==> src/rtl/keypad_scan_if.sv <==
// keypad_scan_if
// Bundles the keypad matrix lines and the decoded key outputs of keypad_scan.
//   row       keypad rows, active-low (driven by the keypad / pull-ups)
//   col       column drive, active-low, one bit low at a time
//   onehot    last accepted key, bit = 4*col + row
//   key_valid one-cycle strobe per accepted key (or repeat)
//   key_down  high while the accepted key is held
// Modports: master = the scanner (keypad_scan), slave = keypad side / consumer.
interface keypad_scan_if;
  logic [3:0]  row;
  logic [3:0]  col;
  logic [15:0] onehot;
  logic        key_valid;
  logic        key_down;

  modport master (
    input  row,
    output col,
    output onehot,
    output key_valid,
    output key_down
  );

  modport slave (
    output row,
    input  col,
    input  onehot,
    input  key_valid,
    input  key_down
  );
endinterface

==> src/rtl/keypad_scan.sv <==
// keypad_scan
// Scans a 4x4 active-low matrix keypad one column at a time, assembles a
// 16-bit snapshot per sweep and debounces it. Only single-key snapshots are
// ever accepted, so onehot carries zero or exactly one set bit.
// Ports:
//   clk    system clock, rising edge
//   rst_n  synchronous active-low reset
//   kp     keypad_scan_if.master: row in, col/onehot/key_valid/key_down out
// Parameters:
//   SCAN_DIV      clocks each column is driven (>=2)
//   DEBOUNCE_CNT  identical sweeps needed to accept a press or release (>=2)
//   REPEAT_SWEEPS sweeps between auto-repeat strobes (>=1)
// Optional feature: define KEYPAD_AUTOREPEAT_EN to re-strobe key_valid every
// REPEAT_SWEEPS sweeps while the accepted key stays held.
module keypad_scan #(
  parameter int SCAN_DIV      = 1000,
  parameter int DEBOUNCE_CNT  = 4,
  parameter int REPEAT_SWEEPS = 64
) (
  input  logic          clk,
  input  logic          rst_n,
  keypad_scan_if.master kp
);

  localparam int DIV_W  = (SCAN_DIV > 1) ? $clog2(SCAN_DIV) : 1;
  localparam int STAB_W = $clog2(DEBOUNCE_CNT + 1);
  localparam logic [DIV_W-1:0]  DIV_LAST  = DIV_W'(SCAN_DIV - 1);
  localparam logic [STAB_W-1:0] STAB_DONE = STAB_W'(DEBOUNCE_CNT);

  generate
    if (SCAN_DIV < 2 || DEBOUNCE_CNT < 2 || REPEAT_SWEEPS < 1) begin : g_bad_param
      $error("keypad_scan: SCAN_DIV>=2, DEBOUNCE_CNT>=2, REPEAT_SWEEPS>=1 required");
    end
  endgenerate

  typedef enum logic [1:0] {
    S_IDLE,
    S_DEBOUNCE,
    S_PRESSED,
    S_RELEASE
  } state_t;

  logic [DIV_W-1:0]  r_div_cnt;
  logic [1:0]        r_col_idx;
  logic [15:0]       r_raw;
  logic              r_sweep_done;
  state_t            r_state;
  logic [STAB_W-1:0] r_stab;
  logic [15:0]       r_cand;
  logic [15:0]       r_onehot;
  logic              r_key_valid;
  logic              r_key_down;

  logic              w_last_dwell;
  logic [15:0]       w_snap;
  logic              w_single;
  logic [STAB_W-1:0] w_stab_inc;
  state_t            w_state_nxt;
  logic [STAB_W-1:0] w_stab_nxt;
  logic [15:0]       w_cand_nxt;
  logic [15:0]       w_onehot_nxt;
  logic              w_accept;
  logic              w_repeat;

  assign w_last_dwell = (r_div_cnt == DIV_LAST);
  // raw is only rewritten at the end of the next col-0 dwell, so it is a
  // stable full-sweep snapshot while sweep_done is high.
  assign w_snap       = r_raw;
  assign w_single     = (w_snap != 16'h0000) && ((w_snap & (w_snap - 16'h0001)) == 16'h0000);
  assign w_stab_inc   = r_stab + STAB_W'(1);

  // ---- scan stage: column drive, row capture, sweep marker ----
  always_ff @(posedge clk) begin
    if (!rst_n) begin
      r_div_cnt    <= '0;
      r_col_idx    <= 2'd0;
      r_raw        <= 16'h0000;
      r_sweep_done <= 1'b0;
    end else begin
      r_sweep_done <= w_last_dwell && (r_col_idx == 2'd3);
      if (w_last_dwell) begin
        r_div_cnt                          <= '0;
        r_col_idx                          <= r_col_idx + 2'd1;
        r_raw[{r_col_idx, 2'b00} +: 4]     <= ~kp.row;
      end else begin
        r_div_cnt <= r_div_cnt + DIV_W'(1);
      end
    end
  end

  // ---- debounce stage: next-state logic, evaluated once per sweep ----
  always_comb begin
    w_state_nxt  = r_state;
    w_stab_nxt   = r_stab;
    w_cand_nxt   = r_cand;
    w_onehot_nxt = r_onehot;
    w_accept     = 1'b0;
    if (r_sweep_done) begin
      case (r_state)
        S_IDLE: begin
          if (w_single) begin
            w_cand_nxt  = w_snap;
            w_stab_nxt  = STAB_W'(1);
            w_state_nxt = S_DEBOUNCE;
          end
        end
        S_DEBOUNCE: begin
          if (w_snap == r_cand) begin
            w_stab_nxt = w_stab_inc;
            if (w_stab_inc == STAB_DONE) begin
              w_state_nxt  = S_PRESSED;
              w_onehot_nxt = r_cand;
              w_accept     = 1'b1;
            end
          end else begin
            w_state_nxt = S_IDLE;
          end
        end
        S_PRESSED: begin
          // Any key pattern other than all-released keeps us here: rollover
          // is ignored until the keypad is fully released.
          if (w_snap == 16'h0000) begin
            w_stab_nxt  = STAB_W'(1);
            w_state_nxt = S_RELEASE;
          end
        end
        S_RELEASE: begin
          if (w_snap == 16'h0000) begin
            w_stab_nxt = w_stab_inc;
            if (w_stab_inc == STAB_DONE) begin
              w_state_nxt = S_IDLE;
            end
          end else begin
            w_state_nxt = S_PRESSED;
          end
        end
        default: w_state_nxt = S_IDLE;
      endcase
    end
  end

`ifdef KEYPAD_AUTOREPEAT_EN
  localparam int REP_W = $clog2(REPEAT_SWEEPS + 1);
  localparam logic [REP_W-1:0] REP_DONE = REP_W'(REPEAT_SWEEPS);

  logic [REP_W-1:0] r_rep;
  logic [REP_W-1:0] w_rep_inc;
  logic [REP_W-1:0] w_rep_nxt;

  assign w_rep_inc = r_rep + REP_W'(1);

  // Counter only advances on PRESSED sweeps that still show the accepted key;
  // every other sweep clears it, which also covers entry into PRESSED.
  always_comb begin
    w_rep_nxt = r_rep;
    w_repeat  = 1'b0;
    if (r_sweep_done) begin
      if (r_state == S_PRESSED && w_snap == r_cand) begin
        if (w_rep_inc == REP_DONE) begin
          w_repeat  = 1'b1;
          w_rep_nxt = '0;
        end else begin
          w_rep_nxt = w_rep_inc;
        end
      end else begin
        w_rep_nxt = '0;
      end
    end
  end

  always_ff @(posedge clk) begin
    if (!rst_n) begin
      r_rep <= '0;
    end else begin
      r_rep <= w_rep_nxt;
    end
  end
`else
  assign w_repeat = 1'b0;
`endif

  // ---- output stage: state and registered outputs ----
  always_ff @(posedge clk) begin
    if (!rst_n) begin
      r_state     <= S_IDLE;
      r_stab      <= '0;
      r_cand      <= 16'h0000;
      r_onehot    <= 16'h0000;
      r_key_valid <= 1'b0;
      r_key_down  <= 1'b0;
    end else begin
      r_state     <= w_state_nxt;
      r_stab      <= w_stab_nxt;
      r_cand      <= w_cand_nxt;
      r_onehot    <= w_onehot_nxt;
      r_key_valid <= w_accept | w_repeat;
      r_key_down  <= (w_state_nxt == S_PRESSED) || (w_state_nxt == S_RELEASE);
    end
  end

  assign kp.col       = ~(4'b0001 << r_col_idx);
  assign kp.onehot    = r_onehot;
  assign kp.key_valid = r_key_valid;
  assign kp.key_down  = r_key_down;

endmodule

==> src/flat_wrapper.sv <==
// flat-port wrapper written by rule: the top's interface ports become plain ports
module keypad_scan_flat 
#(
  parameter int SCAN_DIV      = 1000,
  parameter int DEBOUNCE_CNT  = 4,
  parameter int REPEAT_SWEEPS = 64
)
  (clk, rst_n, kp_row, kp_col, kp_onehot, kp_key_valid, kp_key_down);
  keypad_scan_if kp_i ();
  input  logic clk;
  input  logic rst_n;
  input wire logic [$bits(kp_i.row)-1:0] kp_row;
  output wire logic [$bits(kp_i.col)-1:0] kp_col;
  output wire logic [$bits(kp_i.onehot)-1:0] kp_onehot;
  output wire logic [$bits(kp_i.key_valid)-1:0] kp_key_valid;
  output wire logic [$bits(kp_i.key_down)-1:0] kp_key_down;
  assign kp_i.row = kp_row;
  assign kp_col = kp_i.col;
  assign kp_onehot = kp_i.onehot;
  assign kp_key_valid = kp_i.key_valid;
  assign kp_key_down = kp_i.key_down;
  keypad_scan #(.SCAN_DIV(SCAN_DIV), .DEBOUNCE_CNT(DEBOUNCE_CNT), .REPEAT_SWEEPS(REPEAT_SWEEPS)) u_core (.clk(clk), .rst_n(rst_n), .kp(kp_i));
endmodule
==> config.mk <==
export PLATFORM = sky130hd
export DESIGN_NAME = keypad_scan_flat
export DESIGN_NICKNAME = d
export VERILOG_FILES = /design/src/rtl/keypad_scan_if.sv /design/src/rtl/keypad_scan.sv /design/src/flat_wrapper.sv
export SDC_FILE = /design/constraint.sdc
export NUM_CORES = 1
export LEC_CHECK = 0
export CAP_MARGIN = 25
export CORE_UTILIZATION = 40
export CTS_BUF_LIST = sky130_fd_sc_hd__clkbuf_4
export DETAILED_ROUTE_END_ITERATION = 10
export HOLD_SLACK_MARGIN = 0.15
export REMOVE_ABC_BUFFERS = 1
export SETUP_SLACK_MARGIN = 0.05
export SLEW_MARGIN = 0
export SYNTH_ARGS = -nofsm -noshare
export SYNTH_HDL_FRONTEND = slang
export SYNTH_SLANG_ARGS = --single-unit
==> constraint.sdc <==
create_clock -name clk -period 4 [get_ports clk]
set_input_delay 0.8 -clock clk [delete_from_list [all_inputs] [get_ports clk]]
set_output_delay 0.8 -clock clk [all_outputs]
set_load 0.03 [all_outputs]
## After elaboration in Yosys (flattened, before gate mapping)

Index checks and enable logic that the tools add are counted.

| word-level totals | value |
|---|---|
| logic and storage cells | 62 |
| flip-flop bits (word level) | 68 |

| cells by class | value |
|---|---|
| add/subtract/negate cells | 5 |
| equality and inequality tests | 13 |
| multiplexer cells | 15 |
| reduce and logical (&&, ||, !) cells | 12 |
| shift operators | 3 |
| bitwise logic cells | 4 |

Operator list:

| kind | count |
|---|---|
| zero test 16 bit | 2 |
| bitwise AND 16 bit | 1 |
| bitwise mux 16 bit | 1 |
| equality test 16 bit | 1 |
| nonzero test 16 bit | 1 |
| variable shift 4 x 6 -> 16 bit, first input constant | 1 |
| indexed part select 4 x 6 -> 16 bit | 1 |
| subtractor 16 x 1 -> 16 bit, second input constant | 1 |
| two-way mux 2 bit | 7 |
| two-way mux 3 bit | 4 |
| one-hot mux 3 bit (4 select lines) | 1 |
| adder 10 x 1 -> 10 bit, second input constant | 1 |
| equality test 10 bit, second input constant | 1 |
| equality test 2 bit, second input constant | 5 |
| != test 2 x 1 -> 1 bit, second input constant | 4 |
| NOT 4 bit | 2 |
| one-hot mux 2 bit (4 select lines) | 1 |
| AND reduction 4 bit | 2 |
| negator 4 -> 6 bit | 1 |
| AND reduction 5 bit | 1 |
| left shift 1 x 2 -> 4 bit, first input constant | 1 |
| adder 3 x 1 -> 3 bit, second input constant | 1 |
| equality test 3 bit, second input constant | 1 |
| AND reduction 3 bit | 1 |
| other kinds (8) | 9 |

## Logic depth before layout (Yosys ltp)

| depth | value |
|---|---|
| depth in word-level cells | 9 |
| mapped depth | 9 |
| mapped depth without buffers | 8 |

## Worst setup path before layout

OpenSTA, ideal clock, no wires.

| timing path | value |
|---|---|
| path type | reg-to-reg |
| start | register u_core.r_raw[0] |
| end | register u_core.r_cand[12] |
| data arrival time | 1.730 ns |
| path slack | 2.155 ns |
| clock period less this slack | 1.845 ns |
| stages on the path, launching flop included | 8 |
| setup time | 0.115 ns |
| path buffers | 1 |
| cell sequence | dfxtp_1 nor4_4 nand4_4 o31ai_2 nand4b_2 buf_6 nand3_2 o21ai_2 |

| between the ends | value |
|---|---|
| cells in the longest elaborated chain, start to end | 5 |
| elaborated cells between the ends (all ways) | 6 |

Ends and longest elaborated chain:

| what | line | source |
|---|---|---|
| from (decl) | keypad_scan.sv:45 | `logic [15:0] r_raw;` |
| from (signal, indexed assignment) | keypad_scan.sv:84 | `r_raw[{r_col_idx, 2'b00} +: 4] <= ~kp.row;` |
| subtractor 16 x 1 -> 16 bit | keypad_scan.sv:69 | `assign w_single = (w_snap != 16'h0000) && ((w_snap & (w_snap - 16'h0001)) == 16'h0000);` |
| bitwise AND 16 bit | keypad_scan.sv:69 |  |
| zero test 16 bit | keypad_scan.sv:69 |  |
| logical AND 1 bit * | keypad_scan.sv:69 |  |
| AND reduction 3 bit (no line) * | -- |  |
| to (signal assigned) | keypad_scan.sv:194 | `r_cand <= w_cand_nxt;` |
| to (decl) | keypad_scan.sv:49 | `logic [15:0] r_cand;` |

Mark *: on every way between the ends. The rest lies on a longest branch, timed or not.
A chain may end at the register's enable or synchronous reset.

## Worst setup path after layout

| timing path | value |
|---|---|
| start | register u_core.r_col_idx[0] |
| end | output kp_col[0] |

| between the ends | value |
|---|---|
| cells in the longest elaborated chain, start to end | 2 |

Ends and longest elaborated chain:

| what | line | source |
|---|---|---|
| from (decl) | keypad_scan.sv:44 | `logic [1:0] r_col_idx;` |
| from (signal assigned) | keypad_scan.sv:83 | `r_col_idx <= r_col_idx + 2'd1;` |
| left shift 1 x 2 -> 4 bit | keypad_scan.sv:201 | `assign kp.col = ~(4'b0001 << r_col_idx);` |
| NOT 4 bit | keypad_scan.sv:201 |  |
| to (decl) | flat_wrapper.sv:13 | `output wire logic [$bits(kp_i.col)-1:0] kp_col;` |

Every way passes these cells.

==> impl_metrics.py <==
metrics = {
    "outcome": {
        "status": "finished clean",
    },
    "worst_setup_path": {
        "crit_arrival_ns": 2.02,
        "cp_cell_sequence": "inv_1 > ha_1 > inv_1 > clkdlybuf4s50_1",
        "critPathCaptureType": "primary output",
        "critPathRequiredTime_ns": 3.20,
        "worstSetupPathType": "flop to primary output",
        "crit_family": "buffers and inverters",
        "worstSetupStartpointType": "flop",
        "crit_fanout": 6,
        "crit_buf_inv": 3,
        "critPathMaxStageDelay_ns": 0.69,
        "path_common_cell": "inv_1",
        "slowest_stage": "clkdlybuf4s50_1",
    },
    "synthesis": {
        "netlist_instances": 362,
        "synth_edf_count": 0,
        "seq_area_frac_synth": 0.4072,
        "ys_warn_count": 0,
        "ys_types": 47,
        "syn_area_um2": 3343,
        "synth_flop_cell": "dfxtp_1",
        "ys_seq_elements": 68,
        "synthArstFlopShare": 0,
        "avgSynthCellArea_um2": 9.235,
    },
    "power_and_ir_drop": {
        "leakage_nw": 1.399,
        "p_per_area_nw_per_um2": 319.6,
        "worst_ir_drop_vdd_mv": 0.1566,
    },
    "grt": {
        "gr-total-overflow": 0,
        "grt_usage": 0.1595,
        "first_global_vias": 2253,
        "grt_max_degree": 34,
        "antenna_found_initial": 0,
        "grt_pass1_wl_mm": 10.83,
    },
    "clocking": {
        "clockBufferDepth": 2,
        "cts_root_buffer": "clkbuf_4",
        "cts_resized": 0,
        "h-tree-depth": 3,
        "clkTransAtPathRegs_ns": 0.11,
        "cts_tree": "done",
        "hold_buffers": 0,
        "clkSinkCount": 68,
        "cts_setup_buffers": 0,
        "clock_latency_ns": 0.41,
        "cts_made_buffers": 9,
    },
    "route": {
        "drtPass1Iterations": 5,
        "avgRoutedWirePerCell_um": 12.87,
        "vias": 2522,
        "drt-total-wl_mm": 6.331,
        "drc": 0,
        "ant_nets": 0,
        "viasPerCell": 5.126,
        "drtIter0Drc": 66,
    },
    "floorplanning": {
        "die_h_um": 93.42,
        "core_um2": 7888,
        "dieArea_um2": 8727,
        "rows": 32,
        "num_io_pins": 28,
        "dieWidth_um": 93.42,
        "initial_core_util": 0.4239,
    },
    "cells_and_area": {
        "design_area_um2": 3821,
        "layout-drive-gt1-share": 0.1487,
        "finalNetCount": 399,
        "fillCellCount": 745,
        "area.growth.synth_to_final_pct": 14.30,
        "most-common-layout-cells": "dfxtp_1 (68), nor2b_1 (36), nand2_1 (29), clkdlybuf4s50_1 (26), xor2_1 (21)",
        "final_common_cell": "dfxtp_1",
        "insertedDiodeCount": 0,
    },
    "sta": {
        "setup_viol": 0,
        "slew_violations": 0,
        "slew-limit-headroom": 0.5797,
        "fin_crit_ns": 2.822,
        "max_freq_mhz": 354.4,
        "clock_skew_ns": 0.01649,
        "period_share": 0.7054,
        "grt_setup_unrepaired": "false",
        "setup_tns_ns": 0,
        "hold_violations": 0,
        "worst_slew_pin_slew_ns": 0.6281,
    },
    "place": {
        "portBuffers": 27,
        "place.gp.congestion": 0.7661,
        "hpwl_mm": 4.603,
        "placed_area_um2": 3662,
    },
    "hold_path": {
        "hp-class": "flop to flop",
    },
    "job": {
        "max-cap-violations": 0,
    },
}
[sequential cells by signal, summed over array words and instances (netlist names)]
| signal | cells |
|---|---|
| u_core.kp.onehot | 16 |
| u_core.r_cand | 16 |
| u_core.r_raw | 16 |
| u_core.r_div_cnt | 10 |
| u_core.r_stab | 3 |
| u_core.r_col_idx | 2 |
| u_core.r_state | 2 |
| u_core.kp.key_down | 1 |
| u_core.kp.key_valid | 1 |
| u_core.r_sweep_done | 1 |
[synthesized netlist by cell type, types with 6 or more instances]
library cell	number	area (um^2)
a21oi_1	18	90.09
and2_1	6	37.54
clkbuf_1	9	33.78
dfxtp_1	68	1361
ha_1	8	100.1
inv_1	12	45.04
mux2i_1	17	170.2
nand2_1	29	108.9
nand3_1	13	65.06
nand3_2	14	140.1
nor2_1	16	60.06
nor2b_1	36	225.2
nor3_1	21	105.1
nor4_1	6	37.54
o21ai_0	6	30.03
o21ai_2	16	140.1
xor2_1	21	183.9
[worst paths after layout]
kind | start | endpoint | slack (ns) | cells past startpoint
max | u_core.r_col_idx[0] | kp_col[0] | 1.18 | 4
min | u_core.r_div_cnt[0] | u_core.r_div_cnt[0] | 0.47 | 1
max reg2reg | u_core.r_raw[1] | u_core.r_cand[1] | 1.34 | 7
min reg2reg | u_core.r_div_cnt[0] | u_core.r_div_cnt[0] | 0.47 | 1
[stage by stage]
| stage | power, mW | hold slack, ns | util | setup slack (ns) | instances |
|---|---|---|---|---|---|
| floorplan | 0.7059 | 0.4175 | - | 0.8541 | 343 |
| global placement | 0.7273 | 0.4294 | 0.4643 | 1.423 | 476 |
| detailed placement | 0.7276 | 0.4485 | 0.4643 | 1.349 | 476 |
| CTS | 1.237 | 0.4702 | 0.4845 | 1.156 | 492 |
| global route | 1.272 | 0.4905 | 0.4845 | 1.066 | 492 |
| finish | 1.221 | 0.4652 | 0.4845 | 1.178 | 492 |
[logic make-up (layout without fill, tap and decap cells)]
kind of cell,Yosys count,in the layout,synth area share
XOR/XNOR,25,25,0.06549
AO/OA/AOI/OAI,55,55,0.1160
flip-flops,68,68,0.4072
multiplexers,17,17,0.05090
buffers and inverters,31,59,0.04603
adder cells (fa/ha/maj),9,9,0.03294
AND/OR/NAND/NOR,157,157,0.2814
[layout make-up]
type / instances / area, um^2 / area share
Clock buffer: 11 / 82.58 / 0.02161
Clock inverter: 5 / 76.32 / 0.01997
Inverter: 12 / 45.04 / 0.01179
Multi-Input combinational cell: 263 / 1833 / 0.4797
Sequential cell: 68 / 1361 / 0.3563
Tap cell: 102 / 127.6 / 0.03340
Timing Repair Buffer: 31 / 295.3 / 0.07728
[where the power goes]
part / internal, mW / total, mW / leakage, nW / switching [mW]
Clock: 0.265 / 0.510 / 0.0845 / 0.245
Sequential: 0.679 / 0.681 / 0.548 / 0.00191
Combinational: 0.0124 / 0.0305 / 0.767 / 0.0182
Total: 0.957 / 1.22 / 1.40 / 0.265
[routing by layer]
metal  wire, um  global-route usage  part of all wire
met5          0                   0                 0
met4        110             0.06154             0.017
met3        219             0.04390             0.035
met2       2792              0.2341              0.44
met1       3209              0.2207              0.51
(Power assumes the default switching activity.)
